## src/rtl/biquad_capture_sequencer.sv

```systemverilog
// Programmable capture sequencer: pre-delay, ADC gate window, settle, then biquad reset.
// A capture_i rising edge starts a sequence. Zero-length phases are skipped.
module biquad_capture_sequencer #(
    parameter int unsigned CNT_BITS = 16
) (
    input  logic                aclk,
    input  logic                aresetn,
    input  logic                capture_i,
    input  logic                abort_i,
    input  logic                clear_i,
    input  logic [CNT_BITS-1:0] pre_delay_i,
    input  logic [CNT_BITS-1:0] gate_len_i,
    input  logic [CNT_BITS-1:0] settle_len_i,
    input  logic [CNT_BITS-1:0] reset_len_i,
    output logic                adc_gate_o,
    output logic                biquad_rst_o,
    output logic                busy_o,
    output logic                done_o,
    output logic                overrun_o
);

    localparam int unsigned N_PHASE = 4;
    localparam int unsigned IDX_W   = 3;

    typedef enum logic [2:0] {
        S_IDLE,
        S_PRE,
        S_GATE,
        S_SETTLE,
        S_RST
    } state_t;

    state_t              state;
    state_t              state_nxt;
    state_t              pick;
    logic [CNT_BITS-1:0] cnt;
    logic [CNT_BITS-1:0] cnt_nxt;
    logic [CNT_BITS-1:0] pick_len;
    logic [CNT_BITS-1:0] len_in  [N_PHASE];
    logic [CNT_BITS-1:0] len_sh  [N_PHASE];
    logic [CNT_BITS-1:0] len_src [N_PHASE];
    logic [IDX_W-1:0]    start_idx;
    logic                capture_q;
    logic                cap_edge_c;
    logic                latch_c;
    logic                done_nxt;
    logic                overrun_nxt;

    function automatic state_t phase_state(input int idx);
        case (idx)
            0:       return S_PRE;
            1:       return S_GATE;
            2:       return S_SETTLE;
            default: return S_RST;
        endcase
    endfunction

    assign len_in[0]  = pre_delay_i;
    assign len_in[1]  = gate_len_i;
    assign len_in[2]  = settle_len_i;
    assign len_in[3]  = reset_len_i;
    assign cap_edge_c = capture_i & ~capture_q;

    // Next non-zero phase after the current one; IDLE reads live inputs, phases read the shadow copy.
    always_comb begin
        start_idx = '0;
        pick      = S_IDLE;
        pick_len  = '0;
        case (state)
            S_IDLE:   start_idx = IDX_W'(0);
            S_PRE:    start_idx = IDX_W'(1);
            S_GATE:   start_idx = IDX_W'(2);
            S_SETTLE: start_idx = IDX_W'(3);
            default:  start_idx = IDX_W'(4);
        endcase
        for (int i = 0; i < int'(N_PHASE); i++) begin
            len_src[i] = (state == S_IDLE) ? len_in[i] : len_sh[i];
        end
        for (int i = int'(N_PHASE) - 1; i >= 0; i--) begin
            if ((len_src[i] != '0) && (IDX_W'(i) >= start_idx)) begin
                pick     = phase_state(i);
                pick_len = len_src[i];
            end
        end
    end

    // Next-state, counter and flag logic.
    always_comb begin
        state_nxt   = state;
        cnt_nxt     = cnt;
        done_nxt    = 1'b0;
        latch_c     = 1'b0;
        overrun_nxt = overrun_o;
        if (abort_i) begin
            state_nxt = S_IDLE;
            cnt_nxt   = '0;
        end else begin
            if (clear_i) begin
                overrun_nxt = 1'b0;
            end
            if (state == S_IDLE) begin
                if (cap_edge_c) begin
                    latch_c   = 1'b1;
                    state_nxt = pick;
                    cnt_nxt   = (pick == S_IDLE) ? '0 : pick_len - CNT_BITS'(1);
                    done_nxt  = (pick == S_IDLE);
                end
            end else begin
                if (cap_edge_c) begin
                    overrun_nxt = 1'b1;
                end
                if (cnt != '0) begin
                    cnt_nxt = cnt - CNT_BITS'(1);
                end else begin
                    state_nxt = pick;
                    cnt_nxt   = (pick == S_IDLE) ? '0 : pick_len - CNT_BITS'(1);
                    done_nxt  = (pick == S_IDLE);
                end
            end
        end
    end

    // State, shadow lengths and registered output decodes of the next state.
    always_ff @(posedge aclk or negedge aresetn) begin
        if (!aresetn) begin
            state        <= S_IDLE;
            cnt          <= '0;
            capture_q    <= 1'b1;
            adc_gate_o   <= 1'b0;
            biquad_rst_o <= 1'b0;
            busy_o       <= 1'b0;
            done_o       <= 1'b0;
            overrun_o    <= 1'b0;
            for (int i = 0; i < int'(N_PHASE); i++) begin
                len_sh[i] <= '0;
            end
        end else begin
            state        <= state_nxt;
            cnt          <= cnt_nxt;
            capture_q    <= capture_i;
            adc_gate_o   <= (state_nxt == S_GATE);
            biquad_rst_o <= (state_nxt == S_RST);
            busy_o       <= (state_nxt != S_IDLE);
            done_o       <= done_nxt;
            overrun_o    <= overrun_nxt;
            if (latch_c) begin
                for (int i = 0; i < int'(N_PHASE); i++) begin
                    len_sh[i] <= len_in[i];
                end
            end
        end
    end

endmodule
```

## config.mk

```make
export PLATFORM = sky130hd
export DESIGN_NAME = biquad_capture_sequencer
export DESIGN_NICKNAME = d
export VERILOG_FILES = /design/src/rtl/biquad_capture_sequencer.sv
export SDC_FILE = /design/constraint.sdc
export NUM_CORES = 1
export LEC_CHECK = 0
export BUFFER_PORTS_ARGS = -buffer_cell sky130_fd_sc_hd__buf_2
export CORE_UTILIZATION = 45
export DETAILED_ROUTE_END_ITERATION = 10
export PLACE_DENSITY = 0.68
export SLEW_MARGIN = 10
export SYNTH_ARGS = -nofsm -noshare
export SYNTH_HDL_FRONTEND = slang
export SYNTH_SLANG_ARGS = --single-unit
```

## constraint.sdc

```tcl
create_clock -name aclk -period 4.2 [get_ports aclk]
set_input_delay 0 -clock aclk [delete_from_list [all_inputs] [get_ports aclk]]
set_output_delay 0 -clock aclk [all_outputs]
set_load 0.01 [all_outputs]
```

; Word level (Yosys, flattened, before mapping)
; Cells that the tools add are included.
[word_totals]
out_inout_bits = 5
input_bits = 69
reg_bits = 89
wordCells = 70
[op_classes]
order_cmp = 4
n_eq_ne = 6
bitwise = 2
muxes = 32
reduce_logical = 12
n_addsub = 2
[ops]
columns = cell, count
row1 = $mux 16, 13
row2 = $reduce_bool 16->1, 5
row3 = $sub 16x1->16 const B, 2
row4 = $mux 3, 8
row5 = $pmux 3 s4, 1
row6 = $mux 1, 10
row7 = $eq 3x2->1 const B, 3
row8 = $ge 1x3->1 const A, 2
row9 = $ge 2x3->1 const A, 2
row10 = $logic_not 3->1, 2
row11 = $logic_and 1x1->1, 4
row12 = $eq 3x1->1 const B, 1
row13 = $eq 3x3->1 const B, 1
row14 = $ne 3x3->1 const B, 1
row15 = $reduce_bool 3->1, 1
row16 = $and 1x1->1, 1
row17 = $not 1->1, 1

; Depth between registers and ports, before layout
; Gate-level depths: netlist of the first run.
[depth]
depth_word = 13
depth_mapped = 15

; Least setup slack after synthesis of the first run
; No wires, ideal clock.
[synth_path]
path_type = reg-to-reg
startpoint = register state[1]
endpoint = register cnt[5]
required_time_ps = 4069
setup_time_ps = 131
setup_slack_ps = 1169
stages_incl_launch_ff = 12
arrival_ps = 2900
cell_sequence = dfrtp_1 buf_6 or3_4 buf_6 a41oi_2 a21o_4 nor2_2 a311o_1 or4b_1 or3_1 a211oi_1 o32ai_1
[synth_via]
elab_chain_cells = 13
[synth_rtl]
columns = element, line
row1 = from (decl), 33  ; state_t state;
row2 = from (signal assigned), 138  ; state <= state_nxt;
row3 = "$eq 3x2->1, or another cell as far along", 69  ; case (state)
row4 = $pmux 3 s4 or $mux 16 (tied branches), "69, 77"
row5 = $ge 2x3->1 or $reduce_bool 16->1 (tied branches), 80  ; if ((len_src[i] != '0) && (IDX_W'(i) >= start_idx)) begin
row6 = $logic_and 1x1->1, 80
row7 = $mux 16 or $mux 3 (tied branches) (4 in series), 80
row8 = $sub 16x1->16 or $logic_not 3->1 (tied branches), "105, 116"
row9 = $mux 16, "105, 116"
row10 = $mux 16 (on tied branches), "112, 102"
row11 = $mux 16, 101  ; if (state == S_IDLE) begin
row12 = $mux 16, 94  ; if (abort_i) begin
row13 = to (signal assigned), 139  ; cnt <= cnt_nxt;
row14 = to (decl), 36  ; logic [CNT_BITS-1:0] cnt;
; Several ways; a longest one is shown, not always the timed one. The select of a mux whose other input is x is not followed.
; A chain may end at the register's enable or synchronous reset.

; Worst setup path in the final report of the first run
[layout_path]
startpoint = register state[2]
endpoint = register cnt[13]
; Same word-level chain as after synthesis.

==> out/results.ini, run 1 <==
[run_status]
outcome = completed

[grt]
grt_pass1_vias = 4984
track_usage_pct = 31.1
grt_pass1_wl_um = 26700
grt_overflow = 0
grt_max_degree = 74
grt_antenna_before_repair = 0

[sta]
tns_ns = 0
slew_headroom_pct = 25.1
timing.fmax_mhz = 266
rsz0062_at_grt = no
worstMarginPinSlew_ns = 1.12
setup_viol = 0
hold_viol_final = 0
drv_slew = 0
fin_skew_ns = 0.0119
period_minus_slack_ns = 3.75
setup_slack_ns = 0.447
period_share_pct = 89.4

[power_and_ir_drop]
power_density_nw_per_um2 = 630
leakagePower_nw = 2.60
ir_drop_mv = 0.354

[drt]
wl_per_cell_um = 20.8
vias = 5124
drtAntennaViolNets = 0
firstDrtPassIters = 5
viasPerCell = 6.29
wirelength_um = 16900
detail_route.iter0.violations = 583
drc = 0

[placement]
dp_hpwl_um = 12400
portBuffers = 73
dp_cells = 746
gp_congestion = 0.910
post-place-ws_ns = 0.532

[clocking]
clk_path_buf_depth = 2
cts_tree = built
clkTransAtPathRegs_ns = 0.08
clock-root-buffer = clkbuf_8
cts_sinks = 73
postCtsSetupBuffers = 0
clock_latency_ns = 0.38
cts_buffers = 9
htreeDepth = 3

[worst_setup_path]
crit_arrival_ns = 4.07
r2r_cells = 10
startpoint_type = flop
crit_type = flop to flop
cp-end-kind = flop
critical_path_peak_fanout = 28
required_ns = 4.51

[logic_synthesis]
synth-seq-cells = 73
synthDistinctLibCells = 73
synthesis.area_sq_um = 5040
synth_top_area_share_pct = 35.7
async_flop_share_pct = 100
yosys_warnings = 0
synth-edff-count = 0
synthCells = 557
yosysTopAreaCell = dfrtp_1
ys_seq_area_share_pct = 36.3
synth_nets = 628
synthTopCellsByArea = dfrtp_1 (36%), mux2_2 (11%), nand2_1 (4.2%)
synthFlopType = dfrtp_1
syn_area_per_cell_sq_um = 9.05

[floorplanning]
die_x_um = 108
ioPinCount = 74
row_count = 38
design.core.area_sq_um = 10900
start_util_pct = 46.3
dieArea_sq_um = 11600
die_y_um = 108

[layout]
area_growth_pct = 23.8
layout-drive-gt1-share_pct = 25.1
instances_no_fill = 814
fillCellCount = 960
fin_nets = 740
final_cell_mix = dfrtp_1 (72), buf_2 (72), nand2_1 (56)
n_antenna_cell = 0

[worst_hold_path]
min_path_cells = 5
hold_path.class = input port to flop

[job]
cap_viol_max_count = 0

[report_power, final]
group / leakage, nW / total (mW) / internal (mW) / switching (mW)
clock network: 0.105 / 0.640 / 0.351 / 0.289
registers: 0.900 / 1.28 / 1.00 / 0.279
logic: 1.59 / 2.01 / 0.823 / 1.19
[Yosys cell counts, types with 4 or more instances]
master,count
a211oi_1,5
o21ai_0,37
or2_2,7
a21oi_1,30
mux2i_1,15
nand3_1,18
nor4_1,33
o22ai_1,4
or3_1,8
dfrtp_1,72
nand2_1,56
xor2_1,6
clkbuf_1,17
a22oi_1,9
nand4_1,8
o211ai_1,6
xnor2_1,9
nor3_1,23
mux2_2,47
o31ai_1,6
a221oi_1,4
buf_2,10
nor2_1,27
a211o_1,6
inv_1,12
[metrics by stage]
step           utilization [%]  hold WS [ns]  power, mW  area, sq um
6_report                  57.3         0.141       3.93         6240
5_1_grt                   57.3         0.165       4.20         6240
4_1_cts                   57.3         0.121       3.90         6240
3_5_place_dp              50.4         0.135       3.20         5490
3_3_place_gp              50.4         0.123       3.18         5490
2_1_floorplan                -        -0.296       2.64         5040
[final timing paths]
path | from | endpoint | slack, ns
worst min register to register | cnt[11]$_DFFE_PN0P_ | cnt[11]$_DFFE_PN0P_ | 0.52
worst max-delay path | state[2]$_DFF_PN0_ | cnt[13]$_DFFE_PN0P_ | 0.45
max in group asynchronous | aresetn | len_sh[10]$_DFFE_PN0P_ | 3.26
worst max register to register | state[2]$_DFF_PN0_ | cnt[13]$_DFFE_PN0P_ | 0.45
min in group asynchronous | aresetn | len_sh[32]$_DFFE_PN0P_ | 0.28
worst min-delay path | pre_delay_i[15] | cnt[15]$_DFFE_PN0P_ | 0.14
[area by class of cell]
cell class | count | area (sq um) | share of cell area [%]
Inverter | 12 | 45.0 | 0.722
Multi-Input combinational cell | 441 | 3020 | 48.4
Sequential cell | 73 | 1830 | 29.3
Tap cell | 140 | 175 | 2.81
Timing Repair Buffer | 132 | 941 | 15.1
Clock inverter | 6 | 91.3 | 1.46
Clock buffer | 10 | 138 | 2.21
[kinds of logic (layout without fill, tap and decap cells)]
logic type               after synthesis  in the layout  synth area share, %
adder cells (fa/ha/maj)                2              2                0.496
XOR/XNOR                              15             15                 2.61
multiplexers                          63             63                 13.8
AO/OA/AOI/OAI                        152            152                 20.9
buffers and inverters                 43            160                 3.97
AND/OR/NAND/NOR                      209            209                 22.0
flip-flops                            73             73                 36.3
[metal layers]
metal | vias to the layer above | GRT usage [%] | part of all wire (%)
met3 | 42 | 5.63 | 5.9
met1 | 2494 | 39.6 | 43
met4 | 0 | 15.0 | 4.0
li1 | 2355 | - | -
met5 | - | 0 | 0
met2 | 233 | 50.6 | 47
[timing repair]
action	in CTS	in global routing
hold buffers	52	0
gates resized for setup	0	0
setup endpoints to repair	0	0
endpoints found under the hold margin	122	0
[worst max-delay path, stage by stage, from the launching register on]
cell      delay [ns]
dfrtp_1         0.55
nor3_4          0.54
buf_4           0.43
mux2i_1         0.29
o211ai_1        0.13
a21boi_0        0.29
o211ai_1        0.23
nor4_2          0.47
nand2_2         0.12
or4b_1          0.54
nand3_1         0.08
[state kept, by name (all words and copies together) (netlist names)]
signal and cells:
state 3, adc_gate_o 1, done_o 1, biquad_rst_o 1, busy_o 1, cnt 16
len_sh 48, capture_q 1, overrun_o 1
Note: power is estimated with default switching activity, not from simulation.
==> inputs of run 2 (changes only) <==
--- a/config.mk
+++ b/config.mk
@@ -9,6 +9,7 @@
 export CORE_UTILIZATION = 45
 export DETAILED_ROUTE_END_ITERATION = 10
 export PLACE_DENSITY = 0.68
+export SKIP_LAST_GASP = 1
 export SLEW_MARGIN = 10
 export SYNTH_ARGS = -nofsm -noshare
 export SYNTH_HDL_FRONTEND = slang
==> constraint.sdc (replaced) <==
create_clock -name aclk -period 4.7 [get_ports aclk]
set_input_delay 0 -clock aclk [delete_from_list [all_inputs] [get_ports aclk]]
set_output_delay 0 -clock aclk [all_outputs]
set_load 0.01 [all_outputs]
==> run 2 against run 1 <==
- power fell by 12%
- worst setup slack improved by 0.26 ns
- combinational power decreased by 12%
- wire length decreased by 0.83%
- sequential power decreased by 9%
- clock-buffer cell count rose by 1
- die area unchanged
- via count fell by 0.92%
- cell count fell by 0.49%
- register-to-register slack improved by 0.26 ns
==> out/results.ini, run 2 (synthesis results as in run 1) <==
[floorplanning]
design.core.area_sq_um = 10900
die_x_um = 108
ioPinCount = 74
die_y_um = 108
dieArea_sq_um = 11600
start_util_pct = 46.3
row_count = 38

[layout]
regArea_sq_um = 1830
area_growth_pct = 22.8
instances_no_fill = 810
reg_top3 = len_sh x48, cnt x16, state x3
fin_nets = 737
n_antenna_cell = 0
fillCellCount = 969
top_register = len_sh
multiInputGateArea_sq_um = 3020
largest_register_ffs = 48
layout-drive-gt1-share_pct = 24.6
final_area_sq_um = 6190
final_cell_mix = dfrtp_1 (72), buf_2 (72), nand2_1 (56)

[drt]
detail_route.iter0.violations = 349
vias = 5077
wirelength_um = 16800
viasPerCell = 6.27
drtAntennaViolNets = 0
wl_per_cell_um = 20.7
drc = 0
firstDrtPassIters = 5

[sta]
hold_viol_final = 0
worstMarginPinSlew_ns = 1.10
slew_headroom_pct = 26.6
rsz0062_at_grt = no
tns_ns = 0
period_minus_slack_ns = 3.99
fin_skew_ns = 0.0111
drv_slew = 0
setup_viol = 0
period_share_pct = 84.9
timing.fmax_mhz = 251

[worst_setup_path]
r2r-start = state[0]$_DFF_PN0_
critical_path_peak_fanout = 17
slowest_stage = dfrtp_1
critPathTopFamily = compound AO/OA/AOI/OAI gates
cp-end-kind = flop
path_buf_inv = 1
worstPathCellList = nor3_4, nand3_1, a22oi_1, o21ai_1, o311ai_1, nor2_1, ha_1, inv_1, or2_2, nor3_1, xnor2_1, o221ai_1
endpoint = cnt[6]$_DFFE_PN0P_
cp-startpoint = state[0]$_DFF_PN0_
reg2reg_to = cnt[6]$_DFFE_PN0P_
crit_arrival_ns = 4.22
ff2ff_setup_slack_ns = 0.71
r2r_cells = 12
required_ns = 4.93
crit_type = flop to flop
startpoint_type = flop
path_depth = 12
cp_slowest_stage_delay_ns = 0.62

[clocking]
cts_tree = built
clock-root-buffer = clkbuf_8
cts_resized = 0
htreeDepth = 3
clk_path_buf_depth = 2
clock_latency_ns = 0.37
clkTransAtPathRegs_ns = 0.08
cts_sinks = 73
cts_buffers = 9

[placement]
portBuffers = 73
dp_cells = 743
place_area_sq_um = 5470
dp_hpwl_um = 12300
gp_congestion = 0.942

[grt]
grt_pass1_wl_um = 27100
grt_antenna_before_repair = 0
track_usage_pct = 31.0
grt_pass1_vias = 4953
grt_max_degree = 74
grt_overflow = 0

[run_status]
outcome = completed

[power_and_ir_drop]
leakagePower_nw = 2.58
ir_drop_mv = 0.294
power_density_nw_per_um2 = 557
p_total_mw = 3.45

[job]
cap_viol_max_count = 0

[worst_hold_path]
hold_start = pre_delay_i[15]
hold_path.class = input port to flop

## run 2: cell types whose count changed in the layout (fill, tap and decap cells not counted), sizes merged
cell | previous run | this run
buf | 80 | 77
clkinvlp | 3 | 1
bufinv | 2 | 1
clkbuf | 10 | 11
inv | 12 | 13
## run 2: metal layers
layer	track usage, %	wire length, um	up-vias
met2	49.4	7800	230
met3	5.02	897	48
met5	0	0	-
li1	-	-	2352
met1	41.4	7450	2447
met4	13.1	641	0
## run 2: worst register-to-register path: stages (launching register included)
cell and delay, ns:
dfrtp_1 0.62, nor3_4 0.62, nand3_1 0.23, a22oi_1 0.55, o21ai_1 0.26, o311ai_1 0.55, nor2_1 0.09, ha_1 0.21
inv_1 0.07, or2_2 0.14, nor3_1 0.06, xnor2_1 0.28, o221ai_1 0.17
## run 2: how the worst min path moves through the flow
stage,endpoint,cells past startpoint
6_report,cnt[15]$_DFFE_PN0P_,5
2_1_floorplan,adc_gate_o$_DFF_PN0_,0
4_1_cts,cnt[15]$_DFFE_PN0P_,5
3_5_place_dp,capture_q$_DFF_PN1_,1
3_3_place_gp,capture_q$_DFF_PN1_,1
5_1_grt,cnt[15]$_DFFE_PN0P_,5
## run 2: timing repair
action	in CTS	in global routing
buffers inserted	0	0
setup endpoints to repair	0	0
hold buffers	52	0
hold endpoints to repair	122	0
## run 2: cell type report
class | count | area share [%]
multi-input combinational | 441 | 48.8
sequential | 73 | 29.5
clock buffer | 11 | 2.45
timing repair buffer | 129 | 14.8
tap | 140 | 2.83
clock inverter | 4 | 0.829
inverter | 12 | 0.728
## run 2: through the flow
stage | util [%] | hold WS, ns | setup WS (ns)
floorplan | - | -0.296 | 1.67
global route | 56.8 | 0.186 | 0.449
detailed placement | 50.2 | 0.136 | 0.873
CTS | 56.8 | 0.144 | 0.856
global placement | 50.2 | 0.123 | 1.00
finish | 56.8 | 0.151 | 0.709
## run 2: power breakdown
| group | internal (mW) | switching [mW] |
|---|---|---|
| clock | 0.272 | 0.254 |
| sequential | 0.896 | 0.260 |
| combinational | 0.722 | 1.04 |
| total | 1.89 | 1.56 |
